<file path="src/rtl/recovery_supervisor.sv">
// Recovery supervisor: sequences the clock event-recovery datapath through
// settle, acquisition and lock, watches lock continuously, retries failed
// acquisitions (optionally flipping polarity) and raises a sticky fault.

package common_p;
    // Clock/reset bundle for one clock domain; rst_n is asynchronous, active-low.
    typedef struct packed {
        logic clk;
        logic rst_n;
    } clk_dom;
endpackage

package clks_alot_p;
    // Operating modes understood by the event-recovery datapath.
    typedef enum logic [1:0] {
        REC_MODE_EDGE       = 2'd0,
        REC_MODE_PULSE      = 2'd1,
        REC_MODE_MANCHESTER = 2'd2,
        REC_MODE_BIPHASE    = 2'd3
    } recovery_mode_e;
endpackage

module recovery_supervisor #(
    parameter int CNT_W         = 16,
    parameter int LOCK_EDGES    = 8,
    parameter int SETTLE_CYCLES = 4,
    parameter int RETRY_LIMIT   = 3
) (
    input  common_p::clk_dom            sys_dom_i,
    input  logic                        start_i,
    input  logic                        stop_i,
    input  clks_alot_p::recovery_mode_e cfg_mode_i,
    input  logic                        cfg_polarity_i,
    input  logic                        auto_flip_i,
    input  logic                        check_secondary_i,
    input  logic [CNT_W-1:0]            timeout_i,
    input  logic                        primary_edge_i,
    input  logic                        secondary_edge_i,
    output logic                        recovery_en_o,
    output logic                        polarity_select_o,
    output clks_alot_p::recovery_mode_e recovery_mode_o,
    output logic                        locked_o,
    output logic                        lost_o,
    output logic                        fault_o,
    output logic [CNT_W-1:0]            period_o,
    output logic [3:0]                  retries_o
);

    typedef enum logic [2:0] {
        ST_IDLE,
        ST_SETTLE,
        ST_ACQUIRE,
        ST_LOCKED,
        ST_FAULT
    } state_e;

    localparam int                SET_W       = (SETTLE_CYCLES > 1) ? $clog2(SETTLE_CYCLES) : 1;
    localparam logic [SET_W-1:0]  SETTLE_LAST = SET_W'(SETTLE_CYCLES - 1);
    localparam logic [7:0]        LOCK_LAST   = 8'(LOCK_EDGES - 1);
    localparam logic [3:0]        RETRY_MAX   = 4'(RETRY_LIMIT);
    localparam logic [CNT_W-1:0]  GAP_MAX     = '1;

    logic w_clk;
    logic w_rst_n;
    assign w_clk   = sys_dom_i.clk;
    assign w_rst_n = sys_dom_i.rst_n;

    // Registered state and outputs
    state_e                      r_state;
    logic [CNT_W-1:0]            r_gap;
    logic [SET_W-1:0]            r_settle_cnt;
    logic [7:0]                  r_valid_cnt;
    logic                        r_armed;
    logic                        r_sec_seen;
    logic                        r_recovery_en;
    logic                        r_polarity;
    clks_alot_p::recovery_mode_e r_mode;
    logic                        r_locked;
    logic                        r_lost;
    logic                        r_fault;
    logic [CNT_W-1:0]            r_period;
    logic [3:0]                  r_retries;

    // Next-state values
    state_e                      w_state_nxt;
    logic [CNT_W-1:0]            w_gap_nxt;
    logic [SET_W-1:0]            w_settle_cnt_nxt;
    logic [7:0]                  w_valid_cnt_nxt;
    logic                        w_armed_nxt;
    logic                        w_sec_seen_nxt;
    logic                        w_recovery_en_nxt;
    logic                        w_polarity_nxt;
    clks_alot_p::recovery_mode_e w_mode_nxt;
    logic                        w_locked_nxt;
    logic                        w_lost_nxt;
    logic                        w_fault_nxt;
    logic [CNT_W-1:0]            w_period_nxt;
    logic [3:0]                  w_retries_nxt;

    // Interval qualification. The interval ending at this cycle's primary edge
    // is gap + 1, computed one bit wider so a saturated gap cannot wrap.
    logic [CNT_W:0]   w_interval;
    logic [CNT_W-1:0] w_period_val;
    logic             w_interval_ok;
    logic             w_sec_ok;
    logic             w_edge_ok;
    logic             w_timeout_hit;
    logic             w_acq_fail;
    logic             w_violation;
    logic [3:0]       w_retries_inc;

    assign w_interval    = {1'b0, r_gap} + {{CNT_W{1'b0}}, 1'b1};
    assign w_period_val  = w_interval[CNT_W] ? GAP_MAX : w_interval[CNT_W-1:0];
    assign w_interval_ok = (timeout_i == '0) || (w_interval <= {1'b0, timeout_i});
    // A secondary edge coincident with the primary edge belongs to the closing interval.
    assign w_sec_ok      = !check_secondary_i || r_sec_seen || secondary_edge_i;
    assign w_edge_ok     = w_interval_ok && w_sec_ok;
    // When an edge is present it is judged by its interval, never by the timeout.
    assign w_timeout_hit = (timeout_i != '0) && (r_gap >= timeout_i) && !primary_edge_i;
    // The arming edge in ACQUIRE is never judged.
    assign w_acq_fail    = (primary_edge_i && r_armed && !w_edge_ok) || w_timeout_hit;
    assign w_violation   = (primary_edge_i && !w_edge_ok) || w_timeout_hit;
    assign w_retries_inc = r_retries + 4'd1;

    // Next-state and next-output logic for the supervisor FSM
    always_comb begin
        // NOTE: every target gets a hold/default value first, so no path can
        // leave a signal unassigned and infer a latch.
        w_state_nxt       = r_state;
        w_gap_nxt         = r_gap;
        w_settle_cnt_nxt  = r_settle_cnt;
        w_valid_cnt_nxt   = r_valid_cnt;
        w_armed_nxt       = r_armed;
        w_sec_seen_nxt    = r_sec_seen;
        w_recovery_en_nxt = r_recovery_en;
        w_polarity_nxt    = r_polarity;
        w_mode_nxt        = r_mode;
        w_locked_nxt      = r_locked;
        w_lost_nxt        = 1'b0;
        w_fault_nxt       = r_fault;
        w_period_nxt      = r_period;
        w_retries_nxt     = r_retries;

        // Gap counter and secondary flag run while measuring intervals.
        if (r_state == ST_ACQUIRE || r_state == ST_LOCKED) begin
            if (primary_edge_i) begin
                w_gap_nxt      = '0;
                w_sec_seen_nxt = 1'b0;
            end else begin
                w_gap_nxt      = (r_gap == GAP_MAX) ? r_gap : r_gap + 1'b1;
                w_sec_seen_nxt = r_sec_seen | secondary_edge_i;
            end
        end

        if (stop_i) begin
            w_state_nxt       = ST_IDLE;
            w_recovery_en_nxt = 1'b0;
            w_locked_nxt      = 1'b0;
            w_fault_nxt       = 1'b0;
            w_retries_nxt     = '0;
            w_gap_nxt         = '0;
            w_sec_seen_nxt    = 1'b0;
            w_valid_cnt_nxt   = '0;
            w_armed_nxt       = 1'b0;
            w_settle_cnt_nxt  = '0;
        end else if (start_i) begin
            w_state_nxt       = ST_SETTLE;
            w_mode_nxt        = cfg_mode_i;
            w_polarity_nxt    = cfg_polarity_i;
            w_recovery_en_nxt = 1'b1;
            w_locked_nxt      = 1'b0;
            w_fault_nxt       = 1'b0;
            w_retries_nxt     = '0;
            w_settle_cnt_nxt  = '0;
            w_gap_nxt         = '0;
            w_sec_seen_nxt    = 1'b0;
        end else begin
            case (r_state)
                ST_SETTLE: begin
                    if (r_settle_cnt == SETTLE_LAST) begin
                        w_state_nxt     = ST_ACQUIRE;
                        w_gap_nxt       = '0;
                        w_valid_cnt_nxt = '0;
                        w_sec_seen_nxt  = 1'b0;
                        w_armed_nxt     = 1'b0;
                    end else begin
                        w_settle_cnt_nxt = r_settle_cnt + 1'b1;
                    end
                end

                ST_ACQUIRE: begin
                    if (w_acq_fail) begin
                        w_retries_nxt = w_retries_inc;
                        if (auto_flip_i) begin
                            w_polarity_nxt = !r_polarity;
                        end
                        if (w_retries_inc == RETRY_MAX) begin
                            w_state_nxt       = ST_FAULT;
                            w_fault_nxt       = 1'b1;
                            w_recovery_en_nxt = 1'b0;
                        end else begin
                            w_state_nxt      = ST_SETTLE;
                            w_settle_cnt_nxt = '0;
                        end
                    end else if (primary_edge_i) begin
                        if (!r_armed) begin
                            w_armed_nxt = 1'b1;
                        end else begin
                            w_valid_cnt_nxt = r_valid_cnt + 1'b1;
                            if (r_valid_cnt == LOCK_LAST) begin
                                w_state_nxt  = ST_LOCKED;
                                w_locked_nxt = 1'b1;
                                w_period_nxt = w_period_val;
                            end
                        end
                    end
                end

                ST_LOCKED: begin
                    if (w_violation) begin
                        w_state_nxt      = ST_SETTLE;
                        w_locked_nxt     = 1'b0;
                        w_lost_nxt       = 1'b1;
                        w_retries_nxt    = '0;
                        w_settle_cnt_nxt = '0;
                    end else if (primary_edge_i) begin
                        w_period_nxt = w_period_val;
                    end
                end

                default: begin
                    // IDLE and FAULT wait for start_i or stop_i.
                end
            endcase
        end
    end

    // State and output registers with asynchronous reset
    always_ff @(posedge w_clk or negedge w_rst_n) begin
        if (!w_rst_n) begin
            r_state       <= ST_IDLE;
            r_gap         <= '0;
            r_settle_cnt  <= '0;
            r_valid_cnt   <= '0;
            r_armed       <= 1'b0;
            r_sec_seen    <= 1'b0;
            r_recovery_en <= 1'b0;
            r_polarity    <= 1'b0;
            r_mode        <= clks_alot_p::recovery_mode_e'(2'd0);
            r_locked      <= 1'b0;
            r_lost        <= 1'b0;
            r_fault       <= 1'b0;
            r_period      <= '0;
            r_retries     <= '0;
        end else begin
            // NOTE: non-blocking so every register samples pre-edge values,
            // independent of statement order.
            r_state       <= w_state_nxt;
            r_gap         <= w_gap_nxt;
            r_settle_cnt  <= w_settle_cnt_nxt;
            r_valid_cnt   <= w_valid_cnt_nxt;
            r_armed       <= w_armed_nxt;
            r_sec_seen    <= w_sec_seen_nxt;
            r_recovery_en <= w_recovery_en_nxt;
            r_polarity    <= w_polarity_nxt;
            r_mode        <= w_mode_nxt;
            r_locked      <= w_locked_nxt;
            r_lost        <= w_lost_nxt;
            r_fault       <= w_fault_nxt;
            r_period      <= w_period_nxt;
            r_retries     <= w_retries_nxt;
        end
    end

    assign recovery_en_o     = r_recovery_en;
    assign polarity_select_o = r_polarity;
    assign recovery_mode_o   = r_mode;
    assign locked_o          = r_locked;
    assign lost_o            = r_lost;
    assign fault_o           = r_fault;
    assign period_o          = r_period;
    assign retries_o         = r_retries;

endmodule

</file>
<file path="config.mk">
export PLATFORM = sky130hd
export DESIGN_NAME = recovery_supervisor
export DESIGN_NICKNAME = d
export VERILOG_FILES = /design/src/rtl/recovery_supervisor.sv
export SDC_FILE = /design/constraint.sdc
export NUM_CORES = 1
export LEC_CHECK = 0
export CAP_MARGIN = 20
export CORE_MARGIN = 10
export CORE_UTILIZATION = 35
export CTS_CLUSTER_DIAMETER = 30
export DETAILED_ROUTE_END_ITERATION = 10
export DONT_BUFFER_PORTS = 1
export PLACE_DENSITY = 0.55
export SLEW_MARGIN = 20
export SYNTH_ARGS = -nofsm -noshare
export SYNTH_HDL_FRONTEND = slang
export SYNTH_SLANG_ARGS = --single-unit
export TNS_END_PERCENT = 1
</file>
<file path="constraint.sdc">
create_clock -name sys_dom_i -period 12.2 [get_ports sys_dom_i]
set_input_delay 2.44 -clock sys_dom_i [delete_from_list [all_inputs] [get_ports sys_dom_i]]
set_output_delay 2.44 -clock sys_dom_i [all_outputs]
set_load 0.005 [all_outputs]
</file>
Word-level counts from Yosys, hierarchy flattened
Index checks and enable logic that the tools add are counted.
{ "op_classes": {"add_sub_neg": 5, "magnitude_cmp": 2, "eq_ne": 30, "mux": 82, "bitwise_logic": 3, "n_reduce_logical": 38} }
{ "ops": {"columns": ["operator", "n"], "rows": [
  ["16-bit 2-to-1 mux", 14],
  ["8-bit 2-to-1 mux", 6],
  ["1-bit 2-to-1 mux", 36],
  ["4-bit inequality test, second input constant", 8],
  ["16-bit case mux with 2 select lines", 1],
  ["3-bit 2-to-1 mux", 9],
  ["6-bit AND reduction", 3],
  ["16-bit by 1-bit adder with 17-bit output, second input constant", 1],
  ["17-bit by 16-bit less-or-equal comparator with 1-bit output", 1],
  ["16-bit by 1-bit adder with 16-bit output, second input constant", 1],
  ["16-bit equality test, second input constant", 1],
  ["16-bit greater-or-equal comparator", 1],
  ["16-bit logical NOT", 1],
  ["4-bit 2-to-1 mux", 4],
  ["8-bit case mux with 2 select lines", 1],
  ["16-bit nonzero test", 1],
  ["2-bit 2-to-1 mux", 6],
  ["3-bit inequality test, second input constant", 4],
  ["3-bit nonzero test", 4],
  ["2-bit inequality test, second input constant", 5],
  ["5-bit inequality test, second input constant", 2],
  ["5-bit AND reduction", 2],
  ["3-bit case mux with 3 select lines", 1],
  ["9-bit AND reduction", 1],
  ["other kinds (25)", 46]
]} }
{ "totals": {"reg_bits": 58, "in_bits": 27, "output_inout_bits": 27, "elab_cells": 174} }

Longest topological paths before layout
Gate-level depths: netlist of run 1.
{ "logic_depth": {"word_depth": 11, "mapped_depth": 16, "depth_no_buf": 14} }

Worst setup path after synthesis of run 1
No wires, ideal clock.
{ "synth_path": {"path_type": "input to register", "from": "input timeout_i[12]", "to": "register r_period[10], in the netlist period_o[10]", "setup_ps": 79, "arrival_time_ps": 4841, "t_required_ps": 12121, "setup_slack_ps": 7280, "cell_stages": 11, "n_path_buf": 2, "path_cell_list": "inv_1 ha_1 nand4_1 or4_4 o311ai_4 a41oi_2 nor3_4 and4bb_2 buf_4 buf_6 mux2i_1"} }
{ "synth_via": {"elab_chain_len": 8, "elab_cells_between_ends": 16, "cone_classes": "order compare (2); eq/ne (2); reduce/logical (12)"} }
{ "synth_rtl": {"columns": ["element", "line_no", "rtl"], "rows": [
  ["from (decl)", "36", "input logic [CNT_W-1:0] timeout_i,"],
  ["17-bit by 16-bit less-or-equal comparator with 1-bit output / 16-bit logical NOT (equally long branches)", "114", "assign w_interval_ok = (timeout_i == '0) || (w_interval <= {1'b0, timeout_i});"],
  ["1-bit logical OR", "114", null],
  ["1-bit logical AND", "117", "assign w_edge_ok = w_interval_ok && w_sec_ok;"],
  ["1-bit logical NOT", "121, 122", null],
  ["1-bit logical AND (on tied branches)", "122, 121", null],
  ["1-bit logical OR (on tied branches)", "122, 121", null],
  ["2-bit inequality test (no source line)", null, null],
  ["9-bit AND reduction (no source line) (*)", null, null],
  ["to (signal assigned)", "270", "r_period <= w_period_nxt;"],
  ["to (decl)", "81", "logic [CNT_W-1:0] r_period;"]
]} }
Mark *: on every way between the ends. The rest lies on a longest branch, timed or not.
A chain may end at the register's enable or synchronous reset.

Worst setup path after layout of run 1
{ "layout_path": {"from": "input timeout_i[12]", "to": "register r_period[7], in the netlist period_o[7]"} }
Same word-level chain as after synthesis.

==> results of run 1 <==
==> kinds of logic after synthesis <==
kind of cell    synth area share
buf+inv                  0.05094
compound gates            0.1666
xor+xnor                 0.05585
simple gates              0.2065
flops                     0.3559
mux                      0.04756
fa+ha+maj                 0.1166
==> where the power goes <==
group	total, mW	internal, mW	leakage, nW	switching (mW)
Sequential	0.195	0.190	0.715	0.00446
Combinational	0.0238	0.00966	1.19	0.0141
Clock	0.637	0.430	0.351	0.207
==> layer usage <==
| metal | vias up | track usage |
|---|---|---|
| li1 | 1664 | - |
| met1 | 1625 | 0.1575 |
| met2 | 112 | 0.1966 |
| met3 | 26 | 0.1100 |
| met4 | 0 | 0.1205 |
| met5 | - | 0 |
==> worst paths after layout <==
check / slack (ns) / to / startpoint / cells after the start
hold / removal: -0.32 / recovery_en_o / sys_dom_i[0] / 2
max in group asynchronous: 12.42 / period_o[3] / sys_dom_i[0] / 2
setup reg to reg: 7.26 / period_o[7] / r_gap[0] / 14
setup / recovery: 7.20 / period_o[7] / timeout_i[12] / 9
min in group sys_dom_i: 0.51 / r_settle_cnt[0] / r_settle_cnt[0] / 1
hold reg to reg: 0.51 / r_settle_cnt[0] / r_settle_cnt[0] / 1
==> layout by cell type, fill, tap and decap left out, types with 6 or more instances in the layout <==
| master | n |
|---|---|
| sky130_fd_sc_hd__xnor2_1 | 7 |
| sky130_fd_sc_hd__dfrtp_1 | 58 |
| sky130_fd_sc_hd__nor2_1 | 54 |
| sky130_fd_sc_hd__mux2i_1 | 16 |
| sky130_fd_sc_hd__or3_1 | 7 |
| sky130_fd_sc_hd__nor3_1 | 8 |
| sky130_fd_sc_hd__clkbuf_16 | 18 |
| sky130_fd_sc_hd__nor4_1 | 10 |
| sky130_fd_sc_hd__nand4_1 | 6 |
| sky130_fd_sc_hd__a21oi_1 | 27 |
| sky130_fd_sc_hd__xor2_1 | 19 |
| sky130_fd_sc_hd__inv_1 | 38 |
| sky130_fd_sc_hd__ha_1 | 38 |
| sky130_fd_sc_hd__a21o_1 | 7 |
| sky130_fd_sc_hd__nand3_1 | 9 |
| sky130_fd_sc_hd__nand2_1 | 43 |
| sky130_fd_sc_hd__o21ai_0 | 11 |
| sky130_fd_sc_hd__bufinv_16 | 7 |
==> registers in the layout, summed over array words and instances, names as in the netlist, 2 cells and up <==
register	flops
period_o	16
r_gap	16
r_valid_cnt	8
retries_o	4
r_state	3
r_settle_cnt	2
recovery_mode_o	2
==> final cells by class <==
cell class,count,share of cell area
Clock buffer,20,0.09713
Clock inverter,12,0.04805
Inverter,38,0.02899
Multi-Input combinational cell,347,0.4915
Sequential cell,58,0.2949
Tap cell,143,0.03636
Timing Repair Buffer,2,0.003051
==> metrics by stage <==
| step | hold WS [ns] | std cells |
|---|---|---|
| 2_1_floorplan | -0.2956 | 457 |
| 3_3_place_gp | -0.2956 | 588 |
| 3_5_place_dp | -0.2956 | 588 |
| 4_1_cts | -0.3237 | 620 |
| 5_1_grt | -0.3291 | 620 |
| 6_report | -0.3234 | 620 |
==> results by stage, run 1 <==
Global route:
- The remaining global-route overflow is 0.
- The maximum number of pins on one net before global-route repair is 22.
- The via count of the first global-routing pass is 3639.
- The first global-routing pass estimated 18310 µm of wire.
- The combined global-route utilization of all metal layers is 0.1496.
- The number of antenna violations at the first check in global routing came to 0.

Detailed routing:
- The number of remaining DRC errors is 0.
- The detail route stage leaves a number of antenna-violating nets equal to 0.
- Wires add up to 11190 µm.
- In the routed layout, each cell is associated on average with a via count of 5.527.
- The mean routed wirelength per cell is 18.05 µm.
- The highest layer touched by signal routing is met4.
- The length of the first detailed-routing pass in iterations is 4.
- After detailed routing, the met2 layer carries 5004 µm of wire.
- The iteration-0 DRC count of the detailed router is 228.
- For this block, the via count after detailed routing is 3427.
- After detailed routing, the met3 layer carries 1078 µm of wire.
- In the final routing, the length of wire on met1 measures 4799 µm.

Synthesis:
- The count of flip-flops with a built-in enable after synthesis is 0.
- Counting every net in the synthesized netlist gives 522.
- After synthesis, the most frequently instantiated cells are sky130_fd_sc_hd__dfrtp_1, sky130_fd_sc_hd__nor2_1, sky130_fd_sc_hd__nand2_1.
- In the post-synthesis netlist, the biggest area contributors are sky130_fd_sc_hd__dfrtp_1, sky130_fd_sc_hd__ha_1, sky130_fd_sc_hd__nor2_1.
- Of the synthesized area, sequential elements account for 0.3559.
- The number of different library cells used by synthesis comes to 62.
- The proportion of register bits with asynchronous set or reset after synthesis is 1.000.
- The per-instance average area after synthesis is 8.923 µm².
- The dominant synthesized flop cell is sky130_fd_sc_hd__dfrtp_1.
- The library cell with the highest instance count after synthesis is sky130_fd_sc_hd__dfrtp_1.
- The post-synthesis instance area is 0.004078 mm².
- Yosys printed 0 warnings.
- The cell count after synthesis is 457.
- Of the post-synthesis cell area, the dominant cell type holds 0.3559.
- The biggest area contributor in the post-synthesis netlist is sky130_fd_sc_hd__dfrtp_1.
- The register bit count reported by yosys is 58.

Clocking:
- The buffers inserted during post-CTS setup optimization is 0.
- Clock latency on the worst-skew pair, taken at its later pin, is 0.34 ns.
- The quantity of hold-fixing buffers added after cts is 0.
- In this run, post-CTS repair resized a total of 0 instances.
- The clock transition at the registers of the reported paths is 0.05 ns.
- The clock tree from TritonCTS is yes.

STA:
- The count of pins over their slew limit is 0.
- In the finished design, the share of the clock period the worst path needs comes to 0.4096.
- The worst slew margin relative to its limit is 0.3745.
- The worst clock skew is 0.005213 ns.
- The total negative slack is 0 ns.
- Setup violations remaining at the end of the flow were counted as 0.
- The highest achievable clock rate is 200.1 MHz.
- The number of hold violations in the final report was 58.
- Setup repair after global routing left no endpoint under its margin.
- Setup slack on the critical path of the routed design comes to 7.203 ns.
- The worst hold slack is -0.3234 ns.
- The pin slew with the least headroom to its limit is 0.9382 ns.
- The time the worst path needs with I/O delays and setup is 4.997 ns.

Cells and area:
- After routing the design area is 0.004921 mm².
- The number of antenna diodes in the final layout is 0.
- The multi-input combinational cells in the finished layout cover a total of 0.002419 mm².
- The area growth from synthesis to layout is 20.68%.
- For this run, the post-layout net count is 530.
- The layout cell share with drive strength beyond 1 is 0.1048.
- The fraction of the core area covered by cells at the end of the flow is 0.4310.
- The number of filler cells placed in the layout is 1144.
- The area occupied by registers is 0.001451 mm².

Outcome:
- The flow ran to the end, but the final reports show violations.
- The checks that failed: negative hold slack.

Power and ir drop:
- The power density normalized to cell area is 173.8 mW/mm².
- For this design the static power due to leakage is 2.260 nW.
- The total power is 0.8552 mW.
- The worst-case IR drop observed on VDD is 0.1430 mV.

Floorplan:
- The die is 127.9 µm wide.
- The die covers 0.01637 mm².
- After floorplanning, the core was divided into 39 placement rows.
- For this design the top-level I/O count stands at 54.
- The effective utilization at floorplan is 0.3571.
- The core outline area is 0.01142 mm².
- Measured along the y axis, the die boundary spans 127.9 µm.

Place:
- The number of buffers inserted by port buffering is 0.
- Routability-driven placement finished with a final weighted congestion of 0.8679.
- The post-placement worst setup slack is 6.813 ns.
- The HPWL reported at the end of detailed placement is 8029 µm.
- The cell area after placement is 0.004207 mm².

Worst setup path:
- The critical path startpoint category is an input pin.
- Together, buffers and inverters on the worst path number 1.
- STA puts the critical path data required time at 12.46 ns.
- Traced cell by cell, the critical path runs through inv_1, ha_1, nand4_1, or4_4, o311ai_4, a41oi_2, nor3_4, and4bb_2, mux2i_1.
- In this run the worst path has a maximum fanout of 16.
- The kind of critical path is input pin to flip-flop.
- The cell family with the largest share of critical-path delay is simple AND/OR/NAND/NOR gates.
- Data arrives at the worst endpoint at 5.25 ns.
- For this run, the slowest stage of the critical path takes 0.71 ns.
- The kind of end point of the critical path is a flip-flop.
- The slowest stage of the critical path is the sky130_fd_sc_hd__and4bb_2 cell.

Worst hold path:
- The class of the most critical hold timing path is clock port to async pin.

Flow run:
- The number of maximum-capacitance violations is 0.
No activity file was read; power rests on OpenSTA's default activity.
==> run 2: changes to the inputs <==
==> constraint.sdc (replaced) <==
create_clock -name sys_dom_i -period 5.1 [get_ports sys_dom_i]
set_input_delay 1.02 -clock sys_dom_i [delete_from_list [all_inputs] [get_ports sys_dom_i]]
set_output_delay 1.02 -clock sys_dom_i [all_outputs]
set_load 0.005 [all_outputs]
==> run 2 against run 1 <==
Net effect: the run still ends with negative hold slack left; wire length increased by 0.58%; flip-flop and latch count did not move; final area increased by 0.13%; first-iteration DRC count shrank 19%; register-to-register slack worse by 6.8 ns; final cell count is 0.16% higher; total power increased by 140%; die area is the same; clock power up 140%; non-clock buffer count rose by 2; worst hold slack improved by 0.0058 ns; sequential share of layout area about the same; critical path type is now flip-flop to flip-flop; largest cell class unchanged.
==> results by stage, run 2 (same netlist as run 1, synthesis figures left out) <==
Worst setup path:
- The reg-to-reg startpoint is r_gap[0].
- The largest individual stage delay along the critical path comes from the cell sky130_fd_sc_hd__nor4_1.
- In this run the worst setup path terminates at period_o[8].
- The maximum cell stage delay along the critical path was 0.64 ns (-0.07 ns).
- The count of buffer and inverter cells on the critical path was 1 (unchanged).
- The critical path data required time is 5.35 ns (-7.11 ns).
- The critical path in this run is classified as flip-flop to flip-flop.
- The reg-to-reg setup timing slack is 0.46 ns (-6.80 ns).
- The cell with the most instances on the worst path is sky130_fd_sc_hd__nand3_1.
- The kind of end point of the critical path is a flip-flop.
- The end of the worst register-to-register path is period_o[8].
- The critical path startpoint category is a flip-flop.
- The total stage count of the critical path is 14 (+5).
- The arrival time at the worst endpoint came to 4.89 ns (-0.36 ns).
- The most critical setup path has its startpoint at r_gap[0].
- The signal on the critical path passes through nand3_1, nor4_1, nand3_1, nor2_1, xor2_1, ha_1, nand3_1, or4_4, o311ai_4, a41oi_2, nor3_4, and4bb_2, buf_4, mux2i_1.
- The number of cells on the worst reg-to-reg path was 14 (unchanged).
- The cell family with the largest share of critical-path delay is simple AND/OR/NAND/NOR gates.
- The peak fanout along the critical path came to 10 (-6).

STA:
- The count of pins over their slew limit is 0 (unchanged).
- The worst clock skew was 0.009653 ns (+0.004441 ns).
- The worst slew margin relative to its limit is 0.4034 (+0.02882).
- The final clock period utilization by the worst path is 0.9089.
- The final number of setup-violating endpoints came to 0 (unchanged).
- The total negative slack is 0 ns (unchanged).
- The worst path needs 4.635 ns of the cycle, external delays included.
- For this run, the top clock speed supported by timing is 215.7 MHz.
- The worst hold slack is -0.3176 ns (+0.005795 ns).
- Setup repair after global routing left no endpoint under its margin.
- The number of hold violations in the final report came to 58 (unchanged).
- The pin slew with the least headroom to its limit is 0.8948 ns (-0.04335 ns).

Detailed routing:
- The via count normalized by instance count came to 5.562 (+0.63%).
- The via total after detailed routing is 3454 (+0.79%).
- The iteration-0 DRC count of the detailed router is 185 (-19%).
- The final antenna-violating net count was 0 (unchanged).
- The length of the first detailed-routing pass in iterations is 4 (unchanged).
- The number of remaining DRC errors is 0 (unchanged).
- The mean routed wirelength per cell is 18.12 µm (+0.42%).
- The detailed-route wire length is 11250 µm (+0.58%).

Cells and area:
- The finished layout cell area is 0.004927 mm² (+0.13%).
- The most frequent standard cell in the layout excluding fill and tap cells is sky130_fd_sc_hd__dfrtp_1.
- The number of diodes is 0 (unchanged).
- The layout cell share with drive strength beyond 1 is 0.1130 (+0.008149).
- In the layout the commonest cells are sky130_fd_sc_hd__dfrtp_1, sky130_fd_sc_hd__nor2_1, sky130_fd_sc_hd__nand2_1.
- The synthesis-to-finish area growth is 20.83%.
- The number of filler cells placed in the layout was 1125 (-1.7%).
- The number of standard cells in the layout, taps in and fillers out is 621 (+0.16%).
- The fraction of the core area covered by cells at the end of the flow is 0.4315 (+0.0005480).
- The total number of nets in the final design is 532 (+0.38%).

Worst hold path:
- The class of the most critical hold timing path is clock port to async pin.

Place:
- The cell area after placement is 0.004218 mm² (+0.27%).
- The HPWL reported at the end of detailed placement was 8105 µm (+0.95%).
- The final weighted congestion in routability-driven placement is 0.8707 (+0.32%).
- The number of buffers inserted by port buffering is 0 (unchanged).
- The number of instances in the placed design is 589 (+0.17%).

Global route:
- The global-route wire length before repair was 18460 µm (+0.83%).
- The combined global-route utilization of all metal layers is 0.1507 (+0.001103).
- The via count of the first global-routing pass is 3697 (+1.6%).
- The maximum number of pins on one net before global-route repair came to 22 (unchanged).
- The remaining global-route overflow was 0 (unchanged).
- The number of antenna violations at the first check in global routing is 0 (unchanged).

Power and ir drop:
- The power density normalized to cell area is 409.8 mW/mm² (+140%).
- The maximum vdd ir drop is 0.2371 mV (+66%).
- The leakage power of the design was 2.259 nW (about the same).
- The total power is 2.019 mW (+140%).

Floorplan:
- The number of top-level design ports is 54 (unchanged).
- The effective utilization at floorplan is 0.3571 (unchanged).
- The die height is 127.9 µm (unchanged).
- The core outline area is 0.01142 mm² (unchanged).
- The overall die area is 0.01637 mm² (unchanged).
- The horizontal die dimension is 127.9 µm (unchanged).
- The number of cell rows was 39 (unchanged).

Clocking:
- The clock transition at the registers of the reported paths was 0.06 ns (about the same).
- TritonCTS built the clock tree.
- The insertion delay of the later-clocked pin in the worst-skew pair is 0.34 ns (about the same).

Outcome:
- The final reports fail on negative hold slack.
- The flow ran to the end, but the final reports show violations.

Flow run:
- The number of maximum-capacitance violations is 0 (unchanged).
[run 2: cell types whose count changed in the layout (fill, tap and decap cells not counted), sizes merged]
cell | before | now
buf | 2 | 4
inv | 39 | 38
clkbuf | 20 | 18
clkinvlp | 0 | 1
clkinv | 4 | 5
[run 2: per-layer routing]
layer	share of wire	track usage	up-vias	wire [µm]
li1	-	-	1665	-
met1	0.42	0.1582	1665	4782
met2	0.45	0.2038	100	5115
met3	0.088	0.09098	24	989
met4	0.033	0.1417	0	366
met5	0	0	-	0
[run 2: stage by stage]
step                hold slack, ns  setup WS [ns]
global route               -0.3178         0.1408
CTS                        -0.3139         0.2004
global placement           -0.2956         0.4176
finish                     -0.3176         0.4647
detailed placement         -0.2956         0.2194
floorplan                  -0.2956         0.9224
[run 2: timing repair]
action	in CTS	in global routing
hold buffers	0	0
endpoints found under the hold margin	0	0
setup endpoints to repair	0	10
setup buffers	0	1
gates resized for setup	0	1
[run 2: how the worst min path moves through the flow]
stage / cells after the start / to / slack [ns] / start
after floorplan: 0 / fault_o / -0.30 / sys_dom_i[0]
after global placement: 0 / fault_o / -0.30 / sys_dom_i[0]
after detailed placement: 0 / fault_o / -0.30 / sys_dom_i[0]
after CTS: 2 / retries_o[3] / -0.31 / sys_dom_i[0]
after global routing: 2 / r_valid_cnt[0] / -0.32 / sys_dom_i[0]
final: 2 / r_gap[11] / -0.32 / sys_dom_i[0]
[run 2: power breakdown]
part,switching [mW],leakage (nW),total [mW],internal [mW]
clock,0.497,0.338,1.50,0.998
combinational,0.0343,1.21,0.0580,0.0237
sequential,0.0109,0.715,0.466,0.455
[run 2: final cells by class]
class	count	area, µm²	area share
clock buffers	18	450.4	0.09142
multi-input cells	347	2429	0.4929
clock inverters	13	245.2	0.04977
inverters	38	142.6	0.02895
well taps	143	178.9	0.03631
flip-flops and latches	58	1451	0.2946
repair buffers	4	30.03	0.006094
==> run 3: changes to the inputs <==
--- a/config.mk
+++ b/config.mk
@@ -5,6 +5,7 @@
 export SDC_FILE = /design/constraint.sdc
 export NUM_CORES = 1
 export LEC_CHECK = 0
+export ABC_AREA = 0
 export CAP_MARGIN = 20
 export CORE_MARGIN = 10
 export CORE_UTILIZATION = 35
==> results of run 3 <==
The final DEF is identical to that of run 2; final timing and power are the same.
